==> src/rtl/key_expand_serial.sv <==
// rtl/key_expand_serial.sv - byte-serial AES-128 key schedule with one shared S-box

// AES S-box: multiplicative inverse in GF(2^8) (as x^254) followed by the affine map
module sbox (
  input  logic [7:0] a_i,
  output logic [7:0] s_o
);

  function automatic logic [7:0] gf_mul(input logic [7:0] a, input logic [7:0] b);
    logic [7:0] p;
    logic [7:0] x;
    logic [7:0] y;
    p = 8'h00;
    x = a;
    y = b;
    for (int i = 0; i < 8; i++) begin
      if (y[0]) p = p ^ x;
      x = {x[6:0], 1'b0} ^ (x[7] ? 8'h1b : 8'h00);
      y = {1'b0, y[7:1]};
    end
    return p;
  endfunction

  logic [7:0] sq;
  logic [7:0] inv;

  // inv = a^(2+4+...+128) = a^254, which maps 0 to 0 as the S-box requires
  always_comb begin
    sq  = a_i;
    inv = 8'h01;
    for (int i = 0; i < 7; i++) begin
      sq  = gf_mul(sq, sq);
      inv = gf_mul(inv, sq);
    end
    s_o = inv ^ {inv[6:0], inv[7]} ^ {inv[5:0], inv[7:6]} ^
          {inv[4:0], inv[7:5]} ^ {inv[3:0], inv[7:4]} ^ 8'h63;
  end

endmodule

module key_expand_serial #(
  parameter int NUM_ROUNDS = 10
) (
  input  logic       clk,
  input  logic       rst,
  input  logic [7:0] key_in,
  input  logic       load_en,
  input  logic       next,
  output logic [7:0] key_out,
  output logic       key_valid,
  output logic [3:0] round_idx,
  output logic       ready,
  output logic       done
);

  localparam logic [2:0] S_IDLE   = 3'd0;
  localparam logic [2:0] S_LOAD   = 3'd1;
  localparam logic [2:0] S_READY  = 3'd2;
  localparam logic [2:0] S_EXPAND = 3'd3;
  localparam logic [2:0] S_DONE   = 3'd4;

  localparam logic [3:0] LAST_ROUND = 4'(NUM_ROUNDS);

  logic [2:0]   state_q, state_d;
  logic [3:0]   cnt_q, cnt_d;
  logic [3:0]   round_q, round_d;
  logic [7:0]   rcon_q, rcon_d;
  // Position p of the shift register is key_q[127-8p -: 8]; bytes move toward position 0
  logic [127:0] key_q, key_d;
  logic [7:0]   out_q, out_d;
  logic         valid_q, valid_d;
  logic         ready_q, ready_d;
  logic         done_q, done_d;

  logic [7:0] pos0, pos9, pos12, pos13;
  logic [7:0] sbox_in, sbox_out, new_byte;

  assign pos0  = key_q[127:120];
  assign pos9  = key_q[55:48];
  assign pos12 = key_q[31:24];
  assign pos13 = key_q[23:16];

  // During byte i the register holds old k[i..15] then new n[0..i-1]; the rotated
  // word byte k[12+((i+1)%4)] sits at position 13 for i<3 and position 9 for i==3,
  // and n[i-4] always sits at position 12
  assign sbox_in = (cnt_q == 4'd3) ? pos9 : pos13;

  sbox u_sbox (
    .a_i (sbox_in),
    .s_o (sbox_out)
  );

  // Next round-key byte from the current register contents
  always_comb begin
    new_byte = pos0 ^ pos12;
    if (cnt_q < 4'd4) begin
      new_byte = pos0 ^ sbox_out ^ ((cnt_q == 4'd0) ? rcon_q : 8'h00);
    end
  end

  // Sequencing of load, hold and expansion, one byte per cycle
  always_comb begin
    state_d = state_q;
    cnt_d   = cnt_q;
    round_d = round_q;
    rcon_d  = rcon_q;
    key_d   = key_q;
    out_d   = out_q;
    valid_d = 1'b0;
    case (state_q)
      S_IDLE, S_READY, S_DONE: begin
        if (load_en) begin
          key_d   = {key_q[119:0], key_in};
          out_d   = key_in;
          valid_d = 1'b1;
          cnt_d   = 4'd1;
          round_d = 4'd0;
          rcon_d  = 8'h01;
          state_d = S_LOAD;
        end else if ((state_q == S_READY) && next) begin
          round_d = round_q + 4'd1;
          cnt_d   = 4'd0;
          state_d = S_EXPAND;
        end
      end
      S_LOAD: begin
        if (load_en) begin
          key_d   = {key_q[119:0], key_in};
          out_d   = key_in;
          valid_d = 1'b1;
          cnt_d   = cnt_q + 4'd1;
          if (cnt_q == 4'd15) state_d = S_READY;
        end else begin
          state_d = S_IDLE;
        end
      end
      S_EXPAND: begin
        key_d   = {key_q[119:0], new_byte};
        out_d   = new_byte;
        valid_d = 1'b1;
        cnt_d   = cnt_q + 4'd1;
        if (cnt_q == 4'd15) begin
          rcon_d  = {rcon_q[6:0], 1'b0} ^ (rcon_q[7] ? 8'h1b : 8'h00);
          state_d = (round_q == LAST_ROUND) ? S_DONE : S_READY;
        end
      end
      default: state_d = S_IDLE;
    endcase
    ready_d = (state_d == S_READY);
    done_d  = (state_d == S_DONE);
  end

  // State registers, cleared asynchronously so outputs drop the moment rst falls
  always_ff @(posedge clk or negedge rst) begin
    if (!rst) begin
      state_q <= S_IDLE;
      cnt_q   <= 4'd0;
      round_q <= 4'd0;
      rcon_q  <= 8'h01;
      key_q   <= 128'd0;
      out_q   <= 8'h00;
      valid_q <= 1'b0;
      ready_q <= 1'b0;
      done_q  <= 1'b0;
    end else begin
      state_q <= state_d;
      cnt_q   <= cnt_d;
      round_q <= round_d;
      rcon_q  <= rcon_d;
      key_q   <= key_d;
      out_q   <= out_d;
      valid_q <= valid_d;
      ready_q <= ready_d;
      done_q  <= done_d;
    end
  end

  assign key_out   = out_q;
  assign key_valid = valid_q;
  assign round_idx = round_q;
  assign ready     = ready_q;
  assign done      = done_q;

endmodule

==> config.mk <==
export PLATFORM = sky130hd
export DESIGN_NAME = key_expand_serial
export DESIGN_NICKNAME = d
export VERILOG_FILES = /design/src/rtl/key_expand_serial.sv
export SDC_FILE = /design/constraint.sdc
export NUM_CORES = 1
export LEC_CHECK = 0
export CORE_MARGIN = 2
export CORE_UTILIZATION = 40
export CTS_BUF_LIST = sky130_fd_sc_hd__clkbuf_4 sky130_fd_sc_hd__clkbuf_8 sky130_fd_sc_hd__clkbuf_16
export DETAILED_ROUTE_END_ITERATION = 8
export SLEW_MARGIN = 20
export SYNTH_ARGS = -nofsm -noshare
export SYNTH_HDL_FRONTEND = slang
export SYNTH_SLANG_ARGS = --single-unit
==> constraint.sdc <==
create_clock -name clk -period 35.5 [get_ports clk]
set_input_delay 3.55 -clock clk [delete_from_list [all_inputs] [get_ports clk]]
set_output_delay 3.55 -clock clk [all_outputs]
set_load 0.1 [all_outputs]
* Yosys cells after proc, flatten, opt, wreduce, memory -nomap -nowiden
Cells that the tools add are included.
Operators by class: order comparisons 1, div/mod/pow operators 0, $mul 0, multiplexer cells 229, reduce and logical (&&, ||, !) cells 13, equal/unequal tests 14, shifts and indexed selects 0, add/subtract/negate cells 2, bitwise logic cells 198
Operators with widths (number):
- 8-bit XOR | 189
- 8-bit two-way mux | 111
- 5-bit two-way mux | 93
- 128-bit case mux with 2 select lines | 1
- 128-bit two-way mux | 1
- 8-bit case mux with 2 select lines | 2
- 4-bit two-way mux | 6
- 3-bit two-way mux | 7
- 4-bit case mux with 3 select lines | 1
- 3-bit by 2-bit == test with 1-bit output (second input constant) | 3
- 3-bit case mux with 3 select lines | 1
- 4-bit by 1-bit adder with 4-bit output (second input constant) | 2
- 4-bit == test (second input constant) | 2
- 8-bit by 5-bit XOR with 8-bit output | 1
- 7-bit two-way mux | 1
- 1-bit inverter (first input constant) | 7
- 3-bit == test (second input constant) | 2
- 6-bit two-way mux | 1
- 2-bit inequality test (second input constant) | 3
- 3-bit AND reduction | 2
- 2-bit nonzero test | 3
- 4-bit by 2-bit == test with 1-bit output (second input constant) | 1
- 4-bit zero test | 1
- 4-bit by 3-bit less-than comparator with 1-bit output (second input constant) | 1
- other kinds (13) | 15
Storage, ports and cells: latch bits 0, output and inout port bits 15, flip-flop bits (word level) 158, input bits 12, bits in read-only memories 0, memories kept 0, word-level logic and storage cells 466, bits in writable memories 0

* Logic depth before layout (Yosys ltp)
depth in word-level cells 138, gate-level depth with buffers 70, depth with buffers taken out 60

* Modules after synthesis
A second synthesis with hierarchy kept.
Unflattened totals: cells, all modules 2396, area total of the unflattened synthesis 22067.4 sq um
By module, submodules not included:
- sbox | area each 15220.8 sq um, times used 1, seq. area each 0.0 sq um, cells each 1942
- key_expand_serial | area each 6846.6 sq um, times used 1, seq. area each 3754.9 sq um, cells each 454

* Worst setup path after synthesis
OpenSTA, ideal clock, no wires.
path type register -> register, from register cnt_q[0], to register key_q[2], arrival time 16.786 ns, data required time 35.375 ns, clock period less this slack 16.911 ns, library setup time 0.125 ns, path slack 18.589 ns, stages on the path, launching flop included 66, cell sequence dfrtp_1 > ha_1 > or3b_1 > buf_2 > buf_6 > buf_2 > nand2_1 > nand2_1 > ha_1 > buf_2 > nand2_1 > xor2_1 > inv_1 > clkbuf_1 > buf_1 > ha_1 > xnor3_1 > mux2_2 > [30 not listed] > xnor3_1 > xnor2_1 > mux2i_1 > o22ai_1 > xnor3_1 > xnor3_2 > xnor2_4 > xnor3_2 > xnor2_1 > nor2_2 > xnor3_1 > xnor2_1 > xnor3_1 > xnor3_2 > xnor3_1 > a21oi_1 > o21ai_1 > mux2_2
On the way: longest elaborated chain between the ends 134, elaborated cells on any way between the ends 398, classes of those cells order compare (1); eq/ne (1); mux (207); bitwise (188); reduce/logical (1)
Ends and longest elaborated chain:
- from (decl) | RTL line 65 | logic [3:0] cnt_q, cnt_d;
- from (signal assigned) | RTL line 167 | cnt_q <= cnt_d;
- 4-bit by 2-bit == test with 1-bit output | RTL line 86 | assign sbox_in = (cnt_q == 4'd3) ? pos9 : pos13;
- 8-bit two-way mux | RTL line 86
- 5-bit two-way mux, or another cell as far along | RTL line 18 | x = {x[6:0], 1'b0} ^ (x[7] ? 8'h1b : 8'h00);
- 8-bit XOR, on equally long branches | RTL line 18, 17
- 8-bit XOR or 8-bit two-way mux (tied branches) | RTL line 17 | if (y[0]) p = p ^ x;
- 8-bit two-way mux or 8-bit XOR (tied branches) | RTL line 17
- 8-bit XOR or 8-bit two-way mux (tied branches) | RTL line 17
- 8-bit two-way mux or 8-bit XOR (tied branches) | RTL line 17
- [115 not listed]
- 8-bit two-way mux | RTL line 17
- 8-bit XOR | RTL line 17
- 8-bit two-way mux | RTL line 17
- 8-bit XOR (3 in a row) | RTL line 35 | s_o = inv ^ {inv[6:0], inv[7]} ^ {inv[5:0], inv[7:6]} ^
- 8-bit XOR | RTL line 36 | {inv[4:0], inv[7:5]} ^ {inv[3:0], inv[7:4]} ^ 8'h63;
- 8-bit XOR (2 in a row) | RTL line 97 | new_byte = pos0 ^ sbox_out ^ ((cnt_q == 4'd0) ? rcon_q : 8'h00);
- 8-bit two-way mux * | RTL line 96 | if (cnt_q < 4'd4) begin
- 128-bit case mux with 2 select lines * | RTL line 110 | case (state_q)
- to (signal assigned) | RTL line 170 | key_q <= key_d;
- to (decl) | RTL line 69 | logic [127:0] key_q, key_d;
Every way passes the cells marked *; elsewhere a longest branch is shown, timed or not. A chain may end at the register's enable or synchronous reset.

* Final worst setup path
Same ends and word-level chain as after synthesis.

==> impl_metrics.env <==
export IMPL_cp_depth=59
export IMPL_crit_path_top_delay_cell="ha_1"
export IMPL_cp_end_kind="flip-flop"
export IMPL_critPathRequiredTime_ps=35810
export IMPL_syn_area_per_cell_um2=7.86
export IMPL_grt_pass1_wl_um=105000
export IMPL_tightest_slew_ps=1040
export IMPL_h_tree_depth=4
export IMPL_placeableCoreArea_um2=56100
export IMPL_yosysWarnings=0
export IMPL_numClockSinks=150
export IMPL_dp_hpwl_um=45300
export IMPL_ios=27
export IMPL_final_cells=3545
export IMPL_path_max_fanout=34
export IMPL_numPortBuffers=26
export IMPL_fin_nets=2800
export IMPL_cp_buffers_inverters=6
export IMPL_yosysUniqueCellTypes=104
export IMPL_dieArea_um2=58400
export IMPL_drc=0
export IMPL_fp_dieH_um=242
export IMPL_syn_cell_area_um2=22600
export IMPL_clock_tree_root_cell="clkbuf_16"
export IMPL_cts_resized=0
export IMPL_syn_inst=2874
export IMPL_crit_top_cell="mux2_2"
export IMPL_dp_cells=3514
export IMPL_grt_met1_usage_pct=30.6
export IMPL_busiest_layer="met2"
export IMPL_setup_viol=0
export IMPL_clkTransAtPathRegs_ps=60
export IMPL_rsz0062_at_grt="false"
export IMPL_drive_gt1_share_pct=7.53
export IMPL_regToRegSetupSlack_ps=16320
export IMPL_vias=20000
export IMPL_reg2reg_depth=59
export IMPL_syn_nets=2897
export IMPL_firstDrtPassIters=6
export IMPL_slowest_delay_ps=760
export IMPL_grt_remaining_overflow=0
export IMPL_gp_congestion=0.915
export IMPL_use_met2_pct=35.5
export IMPL_antenna_cells=0
export IMPL_fp_dieW_um=242
export IMPL_post_cts_buffers=0
export IMPL_grt_usage_pct=21.5
export IMPL_syn2layout_area_growth_pct=6.59
export IMPL_wl_per_cell_um=18.1
export IMPL_hold_path_class="flip-flop to flip-flop"
export IMPL_start_util_pct=40.3
export IMPL_grt_max_degree=88
export IMPL_synth_edf_count=0
export IMPL_grt_pass1_vias=19400
export IMPL_slew_headroom_pct=30.4
export IMPL_ys_async_sr_fraction_pct=100
export IMPL_antenna_found_initial=0
export IMPL_maxCapViolCount=0
export IMPL_drv_slew=0
export IMPL_rows=87
export IMPL_cts_tree="yes"
export IMPL_ant_nets=0
export IMPL_hold_buffers=0
export IMPL_holdPathStages=2
export IMPL_drtIter0Drc=2077
export IMPL_synth_ff_latch_count=150
export IMPL_worst_path_dominant_cell_family="XOR/XNOR gates"
export IMPL_finalCritPeriodShare_pct=54.0
export IMPL_fin_worst_skew_ps=13.7
export IMPL_fmax_ghz=0.0521
export IMPL_via_per_inst=5.64
export IMPL_gr_usage_met3_pct=1.68
export IMPL_routed_wl_um=64100
export IMPL_fin_crit_ps=19180
export IMPL_outcome="complete, no violations"
export IMPL_synthFlopType="dfrtp_1"
export IMPL_hold_viol_final=0
export IMPL_tns_ps=0
export IMPL_clkLatencyLatePin_ps=420
export IMPL_clock_path_buffers=2
export IMPL_crit_arrival_ps=19480
export IMPL_seq_area_frac_synth_pct=16.6
export IMPL_worst_setup_path_start_kind="flip-flop"
export IMPL_worstSetupPathType="flip-flop to flip-flop"
export IMPL_numCtsBuffers=17
## final timing paths
check	startpoint	endpoint
max reg2reg	cnt_q[0]	key_q[2]
min reg2reg	key_q[86]	key_q[86]
max	cnt_q[0]	key_q[2]
min in group asynchronous	rst	key_q[93]
max in group asynchronous	rst	key_q[100]
min	key_q[86]	key_q[86]
## Yosys cell counts, types with 7 or more instances
library cell	count	area (um^2)
nor2_1	298	1120
and3_1	15	93.8
nand4_1	9	56.3
and2_1	20	125
a21oi_1	130	651
mux2_2	17	191
nand2b_1	23	144
o21ai_1	9	45.0
o21ai_0	119	596
o21a_1	9	67.6
or3_1	11	68.8
nor3_1	73	365
xor3_1	18	428
o22ai_1	39	244
a22oi_1	14	105
inv_1	33	124
xor2_1	141	1230
nand2_1	581	2180
mux2i_1	85	851
buf_2	49	245
xnor2_2	17	277
nor2b_1	17	106
o32ai_1	7	61.3
or2_2	10	62.6
xnor3_1	108	2430
a211oi_1	24	180
a31oi_1	21	131
o211ai_1	12	90.1
a21o_1	7	52.6
ha_1	11	138
or4_1	11	82.6
dfrtp_1	149	3730
o221ai_1	7	61.3
xnor3_2	10	238
xnor2_1	350	3070
clkbuf_1	129	484
a32oi_1	11	96.3
buf_4	15	113
nand3_1	61	305
nor4_1	15	93.8
buf_1	16	60.1
a221oi_1	9	78.8
o31ai_1	14	105
## registers in the layout (all words and copies together) (netlist names)
register	flops
done	1
key_valid	1
rcon_q	8
ready	1
round_idx	4
key_q	128
cnt_q	4
state_q	3
## per-layer routing
metal	part of all wire (%)	vias to the layer above	wire, um
met1	46	9638	29600
met4	1.5	0	953
met5	0	-	0
met2	47	640	30100
li1	-	9642	-
met3	5.3	78	3390
## kinds of logic after synthesis
logic type / Yosys count / share of synthesized area (%)
simple gates: 1182 / 22.7
xor+xnor: 659 / 35.6
compound gates: 517 / 14.9
buf+inv: 249 / 4.69
flops: 150 / 16.6
mux: 106 / 4.92
fa+ha+maj: 11 / 0.609
## tightest hold or removal path: stages (launching register included)
cell	delay (ps)
dfrtp_1	340
nand2_1	50
nand2_1	50
## placed cells by master (no fill, tap or decap), types with 68 or more instances in the layout
| cell type | Yosys | layout |
|---|---|---|
| a21oi_1 | 130 | 129 |
| nor3_1 | 73 | 73 |
| nor2_1 | 298 | 297 |
| xor2_1 | 141 | 139 |
| nand2_1 | 581 | 581 |
| mux2i_1 | 85 | 85 |
| o21ai_0 | 119 | 119 |
| buf_4 | 15 | 68 |
| xnor2_1 | 350 | 342 |
| dfrtp_1 | 149 | 149 |
| xnor3_1 | 108 | 107 |
## stage by stage
stage               setup WS, ps  instance area [um^2]  util (%)  hold WS, ps
finish                     16320                 24100      42.9          465
global route               14630                 24100      42.9          483
CTS                        16370                 24100      42.9          470
detailed placement         16460                 23500      41.9          455
global placement           17040                 23500      41.9          448
floorplan                  18590                 22600         -          439
## cell type report
type | count | area, um^2
clock buffer | 18 | 439
sequential | 150 | 3750
multi-input combinational | 2475 | 17900
inverter | 39 | 149
tap | 756 | 946
fill | 5683 | 32000
clock inverter | 13 | 144
timing repair buffer | 94 | 772
Power is left out: the tool's default activity adds up to more than one toggle a clock period on the data nets, which glitch-free logic cannot reach.
